`src/rtl/key_encode83_if.sv`:
```
// Key-to-encoder signal bundle: raw active-low keys in, registered code and strobes out.
// The master side is the board/driver; the slave side is the encoder.
interface key_encode83_if;
  logic [7:0] key;
  logic [2:0] code;
  logic       valid;
  logic       multi;
  logic       press_pulse;
  logic       release_pulse;

  modport master (
    output key,
    input  code,
    input  valid,
    input  multi,
    input  press_pulse,
    input  release_pulse
  );

  modport slave (
    input  key,
    output code,
    output valid,
    output multi,
    output press_pulse,
    output release_pulse
  );
endinterface

```
`src/rtl/key_encode83.sv`:
```
// 8-to-3 key encoder: two-flop synchroniser, whole-vector debounce, priority encode,
// and a small FSM that emits registered press/release strobes. Code = 7 - key index.
module key_encode83 #(
  parameter int unsigned DEB_CYCLES = 4,
  parameter int unsigned CNT_W      = 20
) (
  input logic           clk,
  input logic           rst,
  key_encode83_if.slave bus
);

  localparam logic [CNT_W-1:0] CntMax = CNT_W'(DEB_CYCLES - 1);

  typedef enum logic [1:0] {StIdle, StPress, StHold, StRel} state_e;

  logic [7:0]       sync1_q, sync_q;
  logic [7:0]       smp_q, db_q;
  logic [CNT_W-1:0] cnt_q;

  state_e     state_q, state_d;
  logic [2:0] code_q, code_d;
  logic       press_q, press_d;
  logic       release_q, release_d;
  logic       valid_q, multi_q;

  logic [2:0] enc;
  logic       any;
  logic       many;
  logic [3:0] nz;

  always_ff @(posedge clk) begin
    if (rst) begin
      sync1_q <= 8'hFF;
      sync_q  <= 8'hFF;
    end else begin
      sync1_q <= bus.key;
      sync_q  <= sync1_q;
    end
  end

  // Any bit change restarts the window; the counter parks at CntMax rather than wrapping.
  always_ff @(posedge clk) begin
    if (rst) begin
      smp_q <= 8'hFF;
      cnt_q <= '0;
      db_q  <= 8'hFF;
    end else if (sync_q != smp_q) begin
      smp_q <= sync_q;
      cnt_q <= '0;
    end else if (cnt_q != CntMax) begin
      cnt_q <= cnt_q + CNT_W'(1);
    end else begin
      db_q <= smp_q;
    end
  end

  // Ascending scan so the highest pressed index (lowest code) is the last to win.
  always_comb begin
    enc = 3'd0;
    nz  = 4'd0;
    for (int i = 0; i < 8; i++) begin
      if (!db_q[i]) begin
        enc = 3'(7 - i);
        nz  = nz + 4'd1;
      end
    end
    any  = (db_q != 8'hFF);
    many = (nz > 4'd1);
  end

  always_comb begin
    state_d   = state_q;
    code_d    = code_q;
    press_d   = 1'b0;
    release_d = 1'b0;
    unique case (state_q)
      StIdle: begin
        if (any) begin
          state_d = StPress;
          code_d  = enc;
          press_d = 1'b1;
        end
      end
      StPress: state_d = StHold;
      StHold: begin
        if (!any) begin
          state_d   = StRel;
          release_d = 1'b1;
        end else if (enc != code_q) begin
          state_d = StPress;
          code_d  = enc;
          press_d = 1'b1;
        end
      end
      StRel:   state_d = StIdle;
      default: state_d = StIdle;
    endcase
  end

  always_ff @(posedge clk) begin
    if (rst) begin
      state_q   <= StIdle;
      code_q    <= 3'd0;
      press_q   <= 1'b0;
      release_q <= 1'b0;
      valid_q   <= 1'b0;
      multi_q   <= 1'b0;
    end else begin
      state_q   <= state_d;
      code_q    <= code_d;
      press_q   <= press_d;
      release_q <= release_d;
      valid_q   <= any;
      multi_q   <= many;
    end
  end

  assign bus.code          = code_q;
  assign bus.valid         = valid_q;
  assign bus.multi         = multi_q;
  assign bus.press_pulse   = press_q;
  assign bus.release_pulse = release_q;

endmodule
```
`src/flat_wrapper.sv`:
```
// flat-port wrapper written by rule: the top's interface ports become plain ports
module key_encode83_flat 
#(
  parameter int unsigned DEB_CYCLES = 4,
  parameter int unsigned CNT_W      = 20
)
  (clk, rst, bus_key, bus_code, bus_valid, bus_multi, bus_press_pulse, bus_release_pulse);
  key_encode83_if bus_i ();
  input logic clk;
  input logic rst;
  input wire logic [$bits(bus_i.key)-1:0] bus_key;
  output wire logic [$bits(bus_i.code)-1:0] bus_code;
  output wire logic [$bits(bus_i.valid)-1:0] bus_valid;
  output wire logic [$bits(bus_i.multi)-1:0] bus_multi;
  output wire logic [$bits(bus_i.press_pulse)-1:0] bus_press_pulse;
  output wire logic [$bits(bus_i.release_pulse)-1:0] bus_release_pulse;
  assign bus_i.key = bus_key;
  assign bus_code = bus_i.code;
  assign bus_valid = bus_i.valid;
  assign bus_multi = bus_i.multi;
  assign bus_press_pulse = bus_i.press_pulse;
  assign bus_release_pulse = bus_i.release_pulse;
  key_encode83 #(.DEB_CYCLES(DEB_CYCLES), .CNT_W(CNT_W)) u_core (.clk(clk), .rst(rst), .bus(bus_i));
endmodule
```
`config.mk`:
```
export PLATFORM = sky130hd
export DESIGN_NAME = key_encode83_flat
export DESIGN_NICKNAME = d
export VERILOG_FILES = /design/src/rtl/key_encode83_if.sv /design/src/rtl/key_encode83.sv /design/src/flat_wrapper.sv
export SDC_FILE = /design/constraint.sdc
export NUM_CORES = 1
export LEC_CHECK = 0
export ABC_AREA = 1
export CAP_MARGIN = 5
export CORE_UTILIZATION = 44
export DETAILED_ROUTE_END_ITERATION = 16
export PLACE_DENSITY = 0.6
export SLEW_MARGIN = 0
export SYNTH_ARGS = -nofsm -noshare
export SYNTH_HDL_FRONTEND = slang
export SYNTH_SLANG_ARGS = --single-unit
```
`constraint.sdc`:
```
create_clock -name clk -period 4.2 [get_ports clk]
set_input_delay 0.84 -clock clk [delete_from_list [all_inputs] [get_ports clk]]
set_output_delay 0.84 -clock clk [all_outputs]
set_load 0.01 [all_outputs]
```
==> run metrics, run 1 <==
cts bufs inserted 9; critical path capture point type flop; Core Region a little under 7000 um^2; RR Startpoint u_core.db_q[1]; largest net degree at the start of global routing 20; R2R Path End u_core.bus.multi; vias 2608; Register Area around 1200 um^2; hold_buf cts 0; Cell Area, Synth 3110 um^2; Max Freq 0.259 GHz; fillers between 600 and 700; setup violators final 0; internal reg-to-reg setup slack 0.35 ns; HP Class flop to flop; Max FO, Critical Path 5; Initial Util 45.8%; dpl cell area 3340 um^2; antenna cells 0; Worst setup SP type flop; Core Util, Final 52.3%; Clk pwr share about 45%; Layout Area Growth over Synthesis 14.3%; Routed Wire Length 5550 um; DR WL/cell about 10 um; final hold vios 0; leading area contributor after synthesis dfxtp_1; Async SR Flop Fraction 0%; Post-synth top flop dfxtp_1; Tmin final between 3 and 4 ns; largest cells by area after synthesis dfxtp_1, nand2_1, nand3_1; CTS resizes 0; yosys warns 0; RSZ-0062 raised after global routing no; post-DR vias/cell approximately 4.8; iteration-0 DRC count of the detailed router 103; mean post-synth cell area 7.26 um^2; Root Buffer clkbuf_8; Syn Nets between 400 and 500; Yosys reg bits 61; setup tns final 0 ns; cell internal pwr slightly below 1 mW; first-pass GRT wire length 10100 um; Leak ~1.7 nW; Max Buffers Root-to-Sink 2; layout cells sized above 1 14.2%; Synth top area share 39.3%; status completed; CTS tree built; die width 86.1 um; top cells by count, synth nand2_1, dfxtp_1, inv_1, nand3_1, nor2_1; Antenna Violating Nets Remaining 0; Clk Latency, worst-skew pair 0.33 ns; slew margin rel. 65.2%; most common cell in the synthesized netlist nand2_1; maximum VDD drop 0.000218 V; initial antenna violation count 0; Post-CTS Setup Bufs 0; R2R depth 23; fin area 3550 um^2; NetSw 275 uW; switching power share of the total 21.9%; Clock Skew 0.00463 ns; number of detailed-route iterations in the first pass 4; Critical Path End u_core.bus.multi; vias in the first global route 2471; GP Congestion approximately 0.84; Mapped Cells between 400 and 500; clock input transition at the sequential cells of the worst setup and hold paths 0.06 ns; die height around 86 um; Slew Limit Fails 0; port buffer count 16; row count 30; Seq/Total Area, Yosys 39.3%; Final #Nets 468; # IOs 17; # DRC 0; GRT Total Usage 17.2%; CP required 4.43 ns; library cells used by synthesis 32; max cap viols 0; total gr overflow 0; number of synthesized flops with an enable pin 0; Crit. Startpoint u_core.db_q[1]; Die Area 7410 um^2; critical path class flop to flop; cell area power density 353 nW/um^2; H-tree Lvls 3; Comb power frac 6.9%; Worst Tran Pin Value 0.518 ns; Flop pwr share 48.4%; Crit path arrival time 4.08 ns; HPWL after detailed placement 4250 um; multi-input combinational cell area 1610 um^2; TritonCTS Sinks 61; part of the cycle the worst path needs roughly nine tenths
[metrics by stage]
stage               hold slack (ns)  total power, mW  cells  worst slack [ns]
global placement              0.391            0.705    532             0.402
detailed placement            0.393            0.708    532             0.245
floorplan                     0.389            0.680    428             0.596
finish                        0.407             1.26    547             0.346
CTS                           0.408             1.28    547             0.228
global route                  0.422             1.31    547            0.0168
[cells in the final DEF (no fill, tap or decap), drive strengths merged]
master and n:
bufinv 2, a22o 1, a31oi 2, o31ai 1, clkinv 3, nand2 111
nand3 42, o211ai 6, buf 2, inv 52, nor2 35, clkbuf 11
nor4 4, dfxtp 61, o21a 1, xnor2 5, clkdlybuf4s50 16, a21oi 19
o21ai 9, nand4 10, ha 11, or2 28, clkinvlp 1, xor2 7
nor3 11
[sequential cells by signal, summed over array words and instances (netlist names)]
signal / flops
u_core.cnt_q: 20
u_core.sync_q: 8
u_core.bus.multi: 1
u_core.db_q: 8
u_core.bus.code: 3
u_core.bus.release_pulse: 1
u_core.bus.valid: 1
u_core.sync1_q: 8
u_core.smp_q: 8
u_core.bus.press_pulse: 1
u_core.state_q: 2
[power by group through the flow]
stage	sequential, mW	clock [mW]	combinational [mW]
floorplan	0.619	0	0.0609
global placement	0.620	0	0.0852
detailed placement	0.621	0	0.0872
CTS	0.608	0.580	0.0878
global route	0.610	0.606	0.0981
finish	0.608	0.562	0.0863
[kinds of logic (layout without fill, tap and decap cells)]
logic type      Yosys count  in the layout  share of synthesized area [%]
compound gates           39             39                           7.12
simple gates            241            241                           37.0
buf+inv                  64             87                           8.81
flops                    61             61                           39.3
xor+xnor                 12             12                           3.38
fa+ha+maj                11             11                           4.43
[how the worst min path moves through the flow]
stage / slack, ns / cells past startpoint / to / start
final: 0.41 / 1 / u_core.sync_q[0] / u_core.sync1_q[0]
after global routing: 0.42 / 1 / u_core.sync_q[4] / u_core.sync1_q[4]
after CTS: 0.41 / 1 / u_core.sync_q[1] / u_core.sync1_q[1]
after detailed placement: 0.39 / 1 / u_core.sync_q[1] / u_core.sync1_q[1]
after global placement: 0.39 / 1 / u_core.sync_q[5] / u_core.sync1_q[5]
after floorplan: 0.39 / 1 / u_core.sync_q[0] / u_core.sync1_q[0]
[routing by layer]
metal	track usage (%)	part of all wire [%]	vias to the layer above
met5	0	0	-
met4	8.64	1.4	0
met3	3.46	2.3	6
met2	31.3	49	24
met1	18.9	48	1167
li1	-	-	1411
[worst max-delay path: stages (launching register included)]
cell     delay, ns
dfxtp_1       0.40
inv_1         0.08
ha_1          0.35
inv_1         0.06
nand2_1       0.09
nand2_2       0.08
xor2_1        0.14
o21ai_1       0.17
ha_1          0.26
or2_2         0.28
nand2_1       0.13
nor2_4        0.06
o31ai_1       0.26
ha_1          0.27
or2_2         0.28
nand2_1       0.09
inv_1         0.06
ha_1          0.28
nand2_1       0.06
nand2_1       0.05
a21oi_1       0.11
nand3_1       0.09
nand2_1       0.06
inv_1         0.05
[cell type report]
class / count / area share (%)
multi-input combinational: 303 / 45.4
sequential: 61 / 34.4
inverter: 54 / 5.88
timing repair buffer: 18 / 4.93
clock buffer: 11 / 3.98
tap: 96 / 3.38
clock inverter: 4 / 2.04
Power figures use the tool's default switching activity.
==> inputs of run 2 (changes only) <==
- CTS_CLUSTER_SIZE: default -> 16
==> results of run 2 <==
Final layout, timing and power as in run 1 (identical DEF).
